## config.mk

```make
export PLATFORM = sky130hd
export DESIGN_NAME = rv32_aludec_pipe_flat
export DESIGN_NICKNAME = d
export VERILOG_FILES = /design/src/rtl/rv32_alu_pkg.sv /design/src/rtl/rv32_aludec_pipe_if.sv /design/src/rtl/rv32_aludec_comb.sv /design/src/rtl/rv32_aludec_pipe.sv /design/src/flat_wrapper.sv
export SDC_FILE = /design/constraint.sdc
export NUM_CORES = 1
export LEC_CHECK = 0
export ABC_AREA = 1
export CORE_MARGIN = 1
export CORE_UTILIZATION = 36
export CTS_BUF_LIST = sky130_fd_sc_hd__clkbuf_8 sky130_fd_sc_hd__clkbuf_16
export DETAILED_ROUTE_END_ITERATION = 8
export PLACE_DENSITY = 0.6
export SYNTH_ARGS = -nofsm -noshare
export SYNTH_HDL_FRONTEND = slang
export SYNTH_HIERARCHICAL = 1
export SYNTH_SLANG_ARGS = --single-unit
```

## constraint.sdc

```tcl
create_clock -name LOGISIM_CLOCK_TREE_0 -period 1.5 [get_ports LOGISIM_CLOCK_TREE_0]
set_clock_uncertainty 0.15 [all_clocks]
set_input_delay 0.45 -clock LOGISIM_CLOCK_TREE_0 [delete_from_list [all_inputs] [get_ports LOGISIM_CLOCK_TREE_0]]
set_output_delay 0.45 -clock LOGISIM_CLOCK_TREE_0 [all_outputs]
set_load 0.05 [all_outputs]
```

## src/rtl/rv32_alu_pkg.sv

```systemverilog
// Shared encodings for the RV32 ALU decoder: operation codes, funct3/funct7
// field values, FSM state encoding and small field-to-op helpers.
package rv32_alu_pkg;

    typedef logic [4:0] alu_op_t;

    localparam alu_op_t ALU_ADD    = 5'd0;
    localparam alu_op_t ALU_SUB    = 5'd1;
    localparam alu_op_t ALU_SLL    = 5'd2;
    localparam alu_op_t ALU_SLT    = 5'd3;
    localparam alu_op_t ALU_SLTU   = 5'd4;
    localparam alu_op_t ALU_XOR    = 5'd5;
    localparam alu_op_t ALU_SRL    = 5'd6;
    localparam alu_op_t ALU_SRA    = 5'd7;
    localparam alu_op_t ALU_OR     = 5'd8;
    localparam alu_op_t ALU_AND    = 5'd9;
    localparam alu_op_t ALU_BEQ    = 5'd10;
    localparam alu_op_t ALU_BNE    = 5'd11;
    localparam alu_op_t ALU_BLT    = 5'd12;
    localparam alu_op_t ALU_BGE    = 5'd13;
    localparam alu_op_t ALU_BLTU   = 5'd14;
    localparam alu_op_t ALU_BGEU   = 5'd15;
    localparam alu_op_t ALU_MUL    = 5'd16;
    localparam alu_op_t ALU_MULH   = 5'd17;
    localparam alu_op_t ALU_MULHSU = 5'd18;
    localparam alu_op_t ALU_MULHU  = 5'd19;
    localparam alu_op_t ALU_DIV    = 5'd20;
    localparam alu_op_t ALU_DIVU   = 5'd21;
    localparam alu_op_t ALU_REM    = 5'd22;
    localparam alu_op_t ALU_REMU   = 5'd23;
    localparam alu_op_t ALU_ILL    = 5'd31;

    localparam logic [2:0] F3_ADD  = 3'b000;
    localparam logic [2:0] F3_SLL  = 3'b001;
    localparam logic [2:0] F3_SLT  = 3'b010;
    localparam logic [2:0] F3_SLTU = 3'b011;
    localparam logic [2:0] F3_XOR  = 3'b100;
    localparam logic [2:0] F3_SR   = 3'b101;
    localparam logic [2:0] F3_OR   = 3'b110;
    localparam logic [2:0] F3_AND  = 3'b111;

    localparam logic [2:0] F3_BEQ  = 3'b000;
    localparam logic [2:0] F3_BNE  = 3'b001;
    localparam logic [2:0] F3_BLT  = 3'b100;
    localparam logic [2:0] F3_BGE  = 3'b101;
    localparam logic [2:0] F3_BLTU = 3'b110;
    localparam logic [2:0] F3_BGEU = 3'b111;

    localparam logic [6:0] F7_BASE = 7'b0000000;
    localparam logic [6:0] F7_ALT  = 7'b0100000;
    localparam logic [6:0] F7_MEXT = 7'b0000001;

    typedef enum logic [1:0] {
        ST_IDLE    = 2'd0,
        ST_FULL    = 2'd1,
        ST_MC_WAIT = 2'd2
    } state_t;

    // alt selects SUB over ADD and SRA over SRL; ignored for other funct3.
    function automatic alu_op_t base_op(input logic [2:0] f3, input logic alt);
        alu_op_t op;
        op = ALU_ILL;
        case (f3)
            F3_ADD:  op = alt ? ALU_SUB : ALU_ADD;
            F3_SLL:  op = ALU_SLL;
            F3_SLT:  op = ALU_SLT;
            F3_SLTU: op = ALU_SLTU;
            F3_XOR:  op = ALU_XOR;
            F3_SR:   op = alt ? ALU_SRA : ALU_SRL;
            F3_OR:   op = ALU_OR;
            F3_AND:  op = ALU_AND;
        endcase
        return op;
    endfunction

    function automatic alu_op_t branch_op(input logic [2:0] f3);
        alu_op_t op;
        op = ALU_ILL;
        case (f3)
            F3_BEQ:  op = ALU_BEQ;
            F3_BNE:  op = ALU_BNE;
            F3_BLT:  op = ALU_BLT;
            F3_BGE:  op = ALU_BGE;
            F3_BLTU: op = ALU_BLTU;
            F3_BGEU: op = ALU_BGEU;
            default: op = ALU_ILL;
        endcase
        return op;
    endfunction

    function automatic alu_op_t m_op(input logic [2:0] f3);
        alu_op_t op;
        op = ALU_ILL;
        case (f3)
            3'd0: op = ALU_MUL;
            3'd1: op = ALU_MULH;
            3'd2: op = ALU_MULHSU;
            3'd3: op = ALU_MULHU;
            3'd4: op = ALU_DIV;
            3'd5: op = ALU_DIVU;
            3'd6: op = ALU_REM;
            3'd7: op = ALU_REMU;
        endcase
        return op;
    endfunction

endpackage

```

## src/rtl/rv32_aludec_pipe_if.sv

```systemverilog
// Decode request, result and mul/div sequencing signals of the ALU decoder.
// The core-side driver uses master; the decoder uses slave.
interface rv32_aludec_pipe_if;
    import rv32_alu_pkg::*;

    logic       in_valid;
    logic       in_ready;
    logic       ar;
    logic       ar_i;
    logic       br;
    logic       lui_auipc;
    logic [2:0] funct3;
    logic [6:0] funct7;
    logic       out_valid;
    logic       out_ready;
    alu_op_t    alu_op;
    logic       op_rs2_imm;
    logic       illegal;
    logic       mc_start;
    logic       mc_done;
    logic       busy;

    modport master (
        output in_valid, ar, ar_i, br, lui_auipc, funct3, funct7, out_ready, mc_done,
        input  in_ready, out_valid, alu_op, op_rs2_imm, illegal, mc_start, busy
    );

    modport slave (
        input  in_valid, ar, ar_i, br, lui_auipc, funct3, funct7, out_ready, mc_done,
        output in_ready, out_valid, alu_op, op_rs2_imm, illegal, mc_start, busy
    );

endinterface

```

## src/rtl/rv32_aludec_comb.sv

```systemverilog
// Purely combinational class/funct3/funct7 to ALU operation decode.
// Illegal encodings always come out as ALU_ILL with illegal set.
module rv32_aludec_comb
    import rv32_alu_pkg::*;
#(
    parameter bit EN_M = 1'b1
) (
    input  logic       ar,
    input  logic       ar_i,
    input  logic       br,
    input  logic       lui_auipc,
    input  logic [2:0] funct3,
    input  logic [6:0] funct7,
    output alu_op_t    alu_op,
    output logic       is_m,
    output logic       illegal
);

    always_comb begin
        // NOTE: every output gets a default first so no path infers a latch.
        alu_op  = ALU_ILL;
        is_m    = 1'b0;
        illegal = 1'b1;

        if ($onehot({ar, ar_i, br, lui_auipc})) begin
            if (lui_auipc) begin
                alu_op  = ALU_ADD;
                illegal = 1'b0;
            end else if (br) begin
                alu_op  = branch_op(funct3);
                illegal = (alu_op == ALU_ILL);
            end else if (ar) begin
                case (funct7)
                    F7_BASE: begin
                        alu_op  = base_op(funct3, 1'b0);
                        illegal = 1'b0;
                    end
                    F7_ALT: begin
                        if (funct3 == F3_ADD || funct3 == F3_SR) begin
                            alu_op  = base_op(funct3, 1'b1);
                            illegal = 1'b0;
                        end
                    end
                    F7_MEXT: begin
                        if (EN_M) begin
                            alu_op  = m_op(funct3);
                            is_m    = 1'b1;
                            illegal = 1'b0;
                        end
                    end
                    default: ;
                endcase
            end else begin
                // Immediate forms: only the shifts constrain funct7, and ADDI never subtracts.
                if (funct3 == F3_SLL && funct7 != F7_BASE) begin
                    illegal = 1'b1;
                end else if (funct3 == F3_SR && funct7 != F7_BASE && funct7 != F7_ALT) begin
                    illegal = 1'b1;
                end else begin
                    alu_op  = base_op(funct3, (funct3 == F3_SR) && funct7[5]);
                    illegal = 1'b0;
                end
            end
        end
    end

endmodule

```

## src/rtl/rv32_aludec_pipe.sv

```systemverilog
// Registered ALU decoder with a one-entry output buffer and start/done
// sequencing of M-extension ops to the mul/div unit under a watchdog.
module rv32_aludec_pipe
    import rv32_alu_pkg::*;
#(
    parameter bit EN_M       = 1'b1,
    parameter int MC_TIMEOUT = 64
) (
    input  logic [4:0]          LOGISIM_CLOCK_TREE_0,
    input  logic                reset,
    rv32_aludec_pipe_if.slave   bus
);

    localparam logic [7:0] CNT_LAST = 8'(MC_TIMEOUT - 1);

    logic       clk;
    logic       unused_clk_tree;
    state_t     state;
    logic [7:0] wait_cnt;
    alu_op_t    dec_op;
    logic       dec_is_m;
    logic       dec_illegal;
    logic       accept;

    assign clk             = LOGISIM_CLOCK_TREE_0[4];
    assign unused_clk_tree = ^LOGISIM_CLOCK_TREE_0[3:0];

    rv32_aludec_comb #(.EN_M(EN_M)) u_dec (
        .ar        (bus.ar),
        .ar_i      (bus.ar_i),
        .br        (bus.br),
        .lui_auipc (bus.lui_auipc),
        .funct3    (bus.funct3),
        .funct7    (bus.funct7),
        .alu_op    (dec_op),
        .is_m      (dec_is_m),
        .illegal   (dec_illegal)
    );

    // A full buffer accepts only when it is being drained in the same cycle.
    assign bus.in_ready = !reset && ((state == ST_IDLE) || (state == ST_FULL && bus.out_ready));
    assign accept       = bus.in_valid && bus.in_ready;

    // NOTE: sequential state uses non-blocking assignments only.
    always_ff @(posedge clk or posedge reset) begin
        if (reset) begin
            state          <= ST_IDLE;
            wait_cnt       <= '0;
            bus.out_valid  <= 1'b0;
            bus.alu_op     <= ALU_ADD;
            bus.op_rs2_imm <= 1'b0;
            bus.illegal    <= 1'b0;
            bus.mc_start   <= 1'b0;
            bus.busy       <= 1'b0;
        end else begin
            bus.mc_start <= 1'b0;
            case (state)
                ST_IDLE, ST_FULL: begin
                    if (accept) begin
                        bus.alu_op     <= dec_op;
                        bus.illegal    <= dec_illegal;
                        bus.op_rs2_imm <= bus.ar_i | bus.lui_auipc;
                        if (dec_is_m) begin
                            state         <= ST_MC_WAIT;
                            wait_cnt      <= '0;
                            bus.out_valid <= 1'b0;
                            bus.busy      <= 1'b1;
                            bus.mc_start  <= 1'b1;
                        end else begin
                            state         <= ST_FULL;
                            bus.out_valid <= 1'b1;
                        end
                    end else if (state == ST_FULL && bus.out_ready) begin
                        state         <= ST_IDLE;
                        bus.out_valid <= 1'b0;
                    end
                end
                ST_MC_WAIT: begin
                    // Completion takes priority over a watchdog expiring in the same cycle.
                    if (bus.mc_done) begin
                        state         <= ST_FULL;
                        bus.out_valid <= 1'b1;
                        bus.busy      <= 1'b0;
                    end else if (wait_cnt == CNT_LAST) begin
                        state         <= ST_FULL;
                        bus.out_valid <= 1'b1;
                        bus.busy      <= 1'b0;
                        bus.alu_op    <= ALU_ILL;
                        bus.illegal   <= 1'b1;
                    end else begin
                        wait_cnt <= wait_cnt + 8'd1;
                    end
                end
                default: state <= ST_IDLE;
            endcase
        end
    end

endmodule

```

## src/flat_wrapper.sv

```systemverilog
// flat-port wrapper written by rule: the top's interface ports become plain ports
module rv32_aludec_pipe_flat import rv32_alu_pkg::*;
#(
    parameter bit EN_M       = 1'b1,
    parameter int MC_TIMEOUT = 64
)
  (LOGISIM_CLOCK_TREE_0, reset, bus_in_valid, bus_ar, bus_ar_i, bus_br, bus_lui_auipc, bus_funct3, bus_funct7, bus_out_ready, bus_mc_done, bus_in_ready, bus_out_valid, bus_alu_op, bus_op_rs2_imm, bus_illegal, bus_mc_start, bus_busy);
  rv32_aludec_pipe_if bus_i ();
  input  logic [4:0] LOGISIM_CLOCK_TREE_0;
  input  logic reset;
  input wire logic [$bits(bus_i.in_valid)-1:0] bus_in_valid;
  input wire logic [$bits(bus_i.ar)-1:0] bus_ar;
  input wire logic [$bits(bus_i.ar_i)-1:0] bus_ar_i;
  input wire logic [$bits(bus_i.br)-1:0] bus_br;
  input wire logic [$bits(bus_i.lui_auipc)-1:0] bus_lui_auipc;
  input wire logic [$bits(bus_i.funct3)-1:0] bus_funct3;
  input wire logic [$bits(bus_i.funct7)-1:0] bus_funct7;
  input wire logic [$bits(bus_i.out_ready)-1:0] bus_out_ready;
  input wire logic [$bits(bus_i.mc_done)-1:0] bus_mc_done;
  output wire logic [$bits(bus_i.in_ready)-1:0] bus_in_ready;
  output wire logic [$bits(bus_i.out_valid)-1:0] bus_out_valid;
  output wire logic [$bits(bus_i.alu_op)-1:0] bus_alu_op;
  output wire logic [$bits(bus_i.op_rs2_imm)-1:0] bus_op_rs2_imm;
  output wire logic [$bits(bus_i.illegal)-1:0] bus_illegal;
  output wire logic [$bits(bus_i.mc_start)-1:0] bus_mc_start;
  output wire logic [$bits(bus_i.busy)-1:0] bus_busy;
  assign bus_i.in_valid = bus_in_valid;
  assign bus_i.ar = bus_ar;
  assign bus_i.ar_i = bus_ar_i;
  assign bus_i.br = bus_br;
  assign bus_i.lui_auipc = bus_lui_auipc;
  assign bus_i.funct3 = bus_funct3;
  assign bus_i.funct7 = bus_funct7;
  assign bus_i.out_ready = bus_out_ready;
  assign bus_i.mc_done = bus_mc_done;
  assign bus_in_ready = bus_i.in_ready;
  assign bus_out_valid = bus_i.out_valid;
  assign bus_alu_op = bus_i.alu_op;
  assign bus_op_rs2_imm = bus_i.op_rs2_imm;
  assign bus_illegal = bus_i.illegal;
  assign bus_mc_start = bus_i.mc_start;
  assign bus_busy = bus_i.busy;
  rv32_aludec_pipe #(.EN_M(EN_M), .MC_TIMEOUT(MC_TIMEOUT)) u_core (.LOGISIM_CLOCK_TREE_0(LOGISIM_CLOCK_TREE_0), .reset(reset), .bus(bus_i));
endmodule
```

==> out/results.ini, run 1 <==
[pwr]
pwr-share-clk = 0.281
powerDensity_nw_per_um2 = 680
p_sw_mw = 0.632
combPwrFrac = 0.397
irDropWorstVdd_uv = 377
p_leak_nw = 1.51
power.share.switching = 0.325
pwr-share-seq = 0.322
total_power_mw = 1.94
p_int_mw = 1.31

[setup_path]
critPathTopFamily = simple AND/OR/NAND/NOR gates
required_ns = 1.50
cp-start-kind = primary input
cp_slowest_stage_delay_ns = 0.48
path_max_fanout = 8
crit_buf_inv = 3
critical_path_class = in2reg
critPathSlowestCell = fa_1
arrival_ns = 2.40
crit_path_cell_trace = buf_8 > clkinvlp_4 > fa_1 > inv_1 > ha_2 > ha_4 > nor2_4 > nand2_2 > nor3_4 > nand4_1 > nand2_2 > nand3_4 > nand2_1 > nand2_1
cp-end-kind = register

[die]
ios = 34
die_y_um = 72.7
die_x_um = 72.7
num_rows = 25
start_util = 0.379
core_um2 = 4750
design.die.area_um2 = 5290

[status]
violations = negative setup slack
status = finished with violations

[clock_tree]
clock_latency_ns = 0.27
ctsHoldBuffers = 0
cts_buffers = 3
ctsRootBufferMaster = clkbuf_8
cts_tree = done
clk_pin_slew_worst_paths_ns = 0.08
htree_levels = 1
cts_buffer_depth = 2
cts_sinks = 20

[route]
drt-vias-per-instance = 4.55
dr.max_layer_used = met4
drt_wl_total_um = 4550
via_count = 1926
met1_length_um = 2360
drc = 0
dr.pass1.iters = 4
dr_wl_met3_um = 121
drt-initial-drc-count = 89
ant_nets = 0
dr_wl_met2_um = 2050
wl_per_cell_um = 10.8

[grt]
antenna_found_initial = 0
grt_pass1_wl_um = 8120
track_usage = 0.193
grt_max_degree = 21
grt_pass1_vias = 1863
grt_overflow = 0

[synthesis]
syn-cell-area_um2 = 1800
synth-compound-area-share = 0.0813
yosys.area_share.adder = 0.0737
synthXorXnorAreaFrac = 0.00973
synth.avg_cell_area_um2 = 6.60
netlist_instances = 273
yosys.area.top_type = dfrtp_1
seq_area_frac_synth = 0.278
yosys_warnings = 6
synthMuxAreaShare = 0
ys_ff_latch = 20
ys_types = 27
synth_top_family_by_area = simple AND/OR/NAND/NOR gates
synth_top_area_frac = 0.278
yosys-top-cells-area = dfrtp_1, nand2_1, inv_1, ha_1, nand3_1
synthesis.nets = 306
yosys.area_share.simple = 0.459

[placed_design]
portBuffers = 29
place_ws_ns = -1.84
gp_congestion = 0.863
dp.cells = 414
dp_hpwl_um = 3670

[sta]
hold_violations = 0
max_slew_margin = 0.781
finalSetupViolCount = 20
fmax_mhz = 417
report.final.slew_viol_count = 0
worst_slack_ns = -0.901
holdWs_ns = 0.149
grt_setup_unrepaired = yes
period_share = 1.60
worst_pin_slew_ns = 0.329
period_minus_slack_ns = 2.40

[job]
cap_viol_max_count = 0

[cells_and_area]
drive_above_1_share = 0.388
utilization = 0.602
instances_no_fill = 423
area_delta_synth_final_pct = 58.9
antenna_cells = 0
num-nets-final = 390

[worst_hold_path]
min_path_type = in2async

per-stage QoR:
step | TNS, ns | area [um2]
global placement | -32.07 | 2650
CTS | -15.80 | 2800
detailed placement | -32.74 | 2650
finish | -14.56 | 2860
global route | -16.25 | 2860
floorplan | -18.35 | 1830
worst min-delay path, cell delays in order:
cell             delay, ns
clkdlybuf4s15_1       0.19
inv_1                 0.11
buf_12                0.17
worst paths after layout:
kind / end / start / slack [ns] / cells past startpoint
worst max register to register: u_core/wait_cnt[5] / u_core/wait_cnt[0] / -0.13 / 7
worst min register to register: u_core/bus.out_valid / u_core/bus.out_valid / 0.39 / 2
worst min-delay path: u_core/state[1] / reset / 0.15 / 3
min in group LOGISIM_CLOCK_TREE_0: u_core/bus.op_rs2_imm / bus_ar_i / 0.32 / 3
worst max-delay path: u_core/wait_cnt[4] / bus_ar / -0.90 / 14
max in group asynchronous: u_core/bus.alu_op[0] / reset / 0.90 / 3
power by group through the flow:
| stage | Clock [mW] | Sequential (mW) | Combinational (mW) |
|---|---|---|---|
| after floorplan | 0 | 0.760 | 0.239 |
| after global placement | 0 | 0.637 | 0.726 |
| after detailed placement | 0 | 0.640 | 0.733 |
| after CTS | 0.565 | 0.628 | 0.749 |
| after global routing | 0.594 | 0.634 | 0.834 |
| final | 0.546 | 0.627 | 0.772 |
state kept, by name (all words and copies together), names as in the netlist:
name	cells
u_core/wait_cnt	8
u_core/bus.mc_start	1
u_core/state	2
u_core/bus.op_rs2_imm	1
u_core/bus.illegal	1
u_core/bus.out_valid	1
u_core/bus.alu_op	5
u_core/bus.busy	1
layout make-up:
type	count	area, um2
Inverter	40	164
Multi-Input combinational cell	211	1210
Sequential cell	20	500
Timing Repair Buffer	81	827
Fill cell	440	1890
Tap cell	67	83.8
Clock buffer	3	41.3
Clock inverter	1	30.0
placed cells by master, fill, tap and decap left out, types with 2 or more instances in the layout:
cell             count
nand2_1             82
buf_4               49
inv_1               29
nand2_2             22
nor2_1              21
nand3_1             20
dfrtp_1             20
buf_12              12
nor2_2              11
clkdlybuf4s50_1     10
nand4_1              8
o21ai_2              8
inv_2                7
ha_1                 7
a21oi_1              5
buf_6                4
o21ai_0              4
clkbuf_8             3
dlymetal6s2s_1       3
nand3_2              3
nor2_4               3
nand2_4              2
xnor2_1              2
nand3_4              2
inv_4                2
o211ai_1             2
layer usage:
layer | vias to the layer above | track usage
met5 | - | 0
met4 | 0 | 0.0392
met3 | 2 | 0.0331
met2 | 35 | 0.317
met1 | 866 | 0.268
li1 | 1023 | -
timing repair:
action	CTS	global route
pin swaps	28	13
hold endpoints to repair	0	0
setup buffers	6	0
setup endpoints to repair	20	20
gates resized for setup	39	18
cells in the mapped netlist:
master    number
nand3_1       21
o31ai_1        1
nor2_4         2
inv_1         35
nor2_2         6
nand3_4        1
o21bai_1       1
and2_2         1
o21ai_2        7
fa_1           1
ha_1           9
inv_4          2
a21oi_1        5
nand2_1       90
dfrtp_1       20
buf_6          2
o211ai_1       2
o21ai_0        6
or2_2          1
xnor2_1        2
nand2_4        1
inv_2          3
nand4_1        8
nand2_2       15
nor3_1         1
nor2_1        27
nand3_2        3
cells by family (layout without fill, tap and decap cells):
logic type / after synthesis / after routing
xor+xnor: 2 / 2
flops: 20 / 20
buf+inv: 42 / 125
fa+ha+maj: 10 / 10
compound gates: 22 / 22
simple gates: 177 / 177
Note: power is estimated with default switching activity, not from simulation.
==> run 2: changes to the inputs <==
--- a/config.mk
+++ b/config.mk
@@ -6,6 +6,7 @@
 export NUM_CORES = 1
 export LEC_CHECK = 0
 export ABC_AREA = 1
+export CAP_MARGIN = 20
 export CORE_MARGIN = 1
 export CORE_UTILIZATION = 36
 export CTS_BUF_LIST = sky130_fd_sc_hd__clkbuf_8 sky130_fd_sc_hd__clkbuf_16
==> results of run 2 <==
Same layout as run 1: the final DEF is identical, and so are final timing and power.
==> run 3: changes to the inputs <==
--- a/config.mk
+++ b/config.mk
@@ -11,7 +11,9 @@
 export CORE_UTILIZATION = 36
 export CTS_BUF_LIST = sky130_fd_sc_hd__clkbuf_8 sky130_fd_sc_hd__clkbuf_16
 export DETAILED_ROUTE_END_ITERATION = 8
+export HOLD_SLACK_MARGIN = 0.15
 export PLACE_DENSITY = 0.6
+export REMOVE_ABC_BUFFERS = 1
 export SYNTH_ARGS = -nofsm -noshare
 export SYNTH_HDL_FRONTEND = slang
 export SYNTH_HIERARCHICAL = 1
==> run 3 against run 2 <==
Against the previous run: the run still ends with negative setup slack left; global-route usage is 1.1 points lower; cell count increased by 0.71%; core utilization up 1.1 points; sequential power hardly changed; wire length down 3.9%; clock power rose by 1%; first-iteration DRC count decreased by 13%; sequential cell count unchanged; count of clock-buffer cells in the layout is the same; power rose by 2.7%.
==> out/results.ini, run 3 (same netlist as run 1, synthesis figures left out) <==
[route]
ant_nets = 0  ; unchanged
dr.pass1.iters = 6  ; +2
drt_wl_total_um = 4370  ; -3.9%
drt-initial-drc-count = 77  ; -13%
drc = 0  ; unchanged
via_count = 1938  ; +0.62%
drt-vias-per-instance = 4.55  ; about the same
wl_per_cell_um = 10.3  ; -4.6%

[pwr]
powerDensity_nw_per_um2 = 686  ; +0.89%
irDropWorstVdd_uv = 655  ; +74%
p_sw_mw = 0.656  ; +3.8%
power.share.switching = 0.329  ; +0.00336
pwr-share-seq = 0.314  ; -0.008
pwr-share-clk = 0.277  ; -0.004
combPwrFrac = 0.409  ; +0.012
p_int_mw = 1.34  ; +2.2%
p_leak_nw = 1.51  ; +0.23%
total_power_mw = 2.00  ; +2.7%

[clock_tree]
cts_tree = done
cts_buffer_depth = 2  ; unchanged
cts_sinks = 20  ; unchanged
clk_pin_slew_worst_paths_ns = 0.08  ; about the same
htree_levels = 1  ; unchanged
cts_buffers = 3  ; unchanged
clock_latency_ns = 0.26  ; about the same
ctsRootBufferMaster = clkbuf_8

[cells_and_area]
area_delta_synth_final_pct = 61.7
drive_above_1_share = 0.401  ; +0.0135
finalInstanceArea_um2 = 2910  ; +1.8%
antenna_cells = 0  ; unchanged
regMostFlops = u_core/wait_cnt
num-nets-final = 393  ; +0.77%
seq_area_um2 = 502  ; +0.25%
final_common_cell = nand2_1
multi_input_area_um2 = 1240  ; +2.1%
fill_cells = 441  ; +0.23%
largest_reg_flops = 8  ; unchanged
final_cell_mix = nand2_1, buf_4, inv_1
reg_top3 = u_core/wait_cnt: 8 flops, u_core/bus.alu_op: 5 flops, u_core/state: 2 flops

[setup_path]
crit_buf_inv = 3  ; unchanged
path_max_fanout = 8  ; unchanged
required_ns = 1.50  ; about the same
critPathTopFamily = simple AND/OR/NAND/NOR gates
arrival_ns = 2.48  ; +0.08 ns
cp-end-kind = register
critical_path_class = in2reg
crit_path_cell_trace = buf_8 > inv_4 > fa_1 > inv_2 > ha_4 > ha_4 > nor2_4 > nand2_2 > nor3_4 > nand4_1 > nand2_2 > nand3_4 > nand2_2 > nand2_2
cp_common_cell = nand2_2
cp-start-kind = primary input
critPathSlowestCell = fa_1
cp_slowest_stage_delay_ns = 0.54  ; +0.06 ns

[grt]
grt_overflow = 0  ; unchanged
grt_max_degree = 21  ; unchanged
track_usage = 0.183  ; -0.0109
grt_pass1_vias = 1733  ; -7.0%
grt_pass1_wl_um = 7670  ; -5.5%
antenna_found_initial = 0  ; unchanged

[die]
die_y_um = 72.7  ; unchanged
die_x_um = 72.7  ; unchanged
start_util = 0.379  ; unchanged
core_um2 = 4750  ; unchanged
num_rows = 25  ; unchanged
design.die.area_um2 = 5290  ; unchanged
ios = 34  ; unchanged

[placed_design]
portBuffers = 29  ; unchanged
place_ws_ns = -1.93  ; -0.0878 ns
gp_congestion = 0.872  ; +1.1%
dpl_cell_area_um2 = 2620  ; -1.3%
dp_hpwl_um = 3520  ; -3.9%

[sta]
setup_tns_ns = -17.25  ; -2.70 ns
period_minus_slack_ns = 2.48  ; +0.0780 ns
report.final.slew_viol_count = 0  ; unchanged
hold_violations = 0  ; unchanged
grt_setup_unrepaired = yes
holdWs_ns = 0.350  ; +0.201 ns
worst_slack_ns = -0.979  ; -0.0780 ns
fmax_mhz = 403  ; -3.1%
finalSetupViolCount = 20  ; unchanged
max_slew_margin = 0.779  ; -0.00156
period_share = 1.65  ; +0.0520
worst_pin_slew_ns = 0.331  ; +0.00233 ns

[worst_hold_path]
min_path_type = in2reg

[status]
status = finished with violations
violations = negative setup slack

[job]
cap_viol_max_count = 0  ; unchanged

[run 3: cell types whose count changed in the layout (fill, tap and decap cells not counted), moves of 2 or more]
cell | before | now
clkdlybuf4s50_1 | 10 | 12
dlymetal6s2s_1 | 3 | 1
nand2_1 | 82 | 79
nand2_2 | 22 | 25
nand3_2 | 3 | 1
[run 3: final cells by class]
cell class                      instances  area share
Multi-Input combinational cell        211       0.425
Timing Repair Buffer                   84       0.292
Sequential cell                        20       0.172
Inverter                               40      0.0567
Tap cell                               67      0.0288
Clock buffer                            3      0.0142
Clock inverter                          1      0.0103
[run 3: final timing paths]
| check | startpoint | endpoint | slack, ns | depth (start not counted) |
|---|---|---|---|---|
| worst min-delay path | bus_ar_i | u_core/bus.op_rs2_imm | 0.35 | 3 |
| worst min register to register | u_core/bus.busy | u_core/bus.busy | 0.39 | 2 |
| worst max register to register | u_core/wait_cnt[0] | u_core/wait_cnt[4] | -0.10 | 7 |
| max in group asynchronous | reset | u_core/bus.illegal | 0.36 | 4 |
| worst max-delay path | bus_ar_i | u_core/wait_cnt[0] | -0.98 | 14 |
| min in group asynchronous | reset | u_core/state[0] | 0.70 | 4 |
[run 3: worst min-delay path, stage by stage]
cell,delay [ns]
buf_8,0.10
nor2_1,0.07
o21ai_0,0.09
[run 3: stage by stage]
stage                      util  cells
after global routing      0.612    426
after floorplan               -    271
after CTS                 0.589    423
after detailed placement  0.551    413
after global placement    0.551    413
final                     0.612    426
[run 3: layer usage]
metal  part of all wire  up-vias  track usage
li1                   -     1030            -
met1               0.51      868        0.272
met2               0.45       38        0.283
met3              0.039        2       0.0207
met4             0.0066        0       0.0392
met5                  0        -            0
[run 3: repair_timing]
action                                  CTS  global route
hold buffers                              1             0
pin swaps                                38            13
resized for setup                        44            24
endpoints found under the hold margin     8             0
setup buffers                            11             3
endpoints found under the setup margin   20            20
[run 3: power by group through the flow]
stage | Sequential [mW] | Clock [mW] | Combinational [mW]
2_1_floorplan | 0.760 | 0 | 0.223
3_3_place_gp | 0.637 | 0 | 0.714
3_5_place_dp | 0.640 | 0 | 0.718
4_1_cts | 0.628 | 0.570 | 0.760
5_1_grt | 0.634 | 0.592 | 0.879
6_report | 0.626 | 0.554 | 0.817
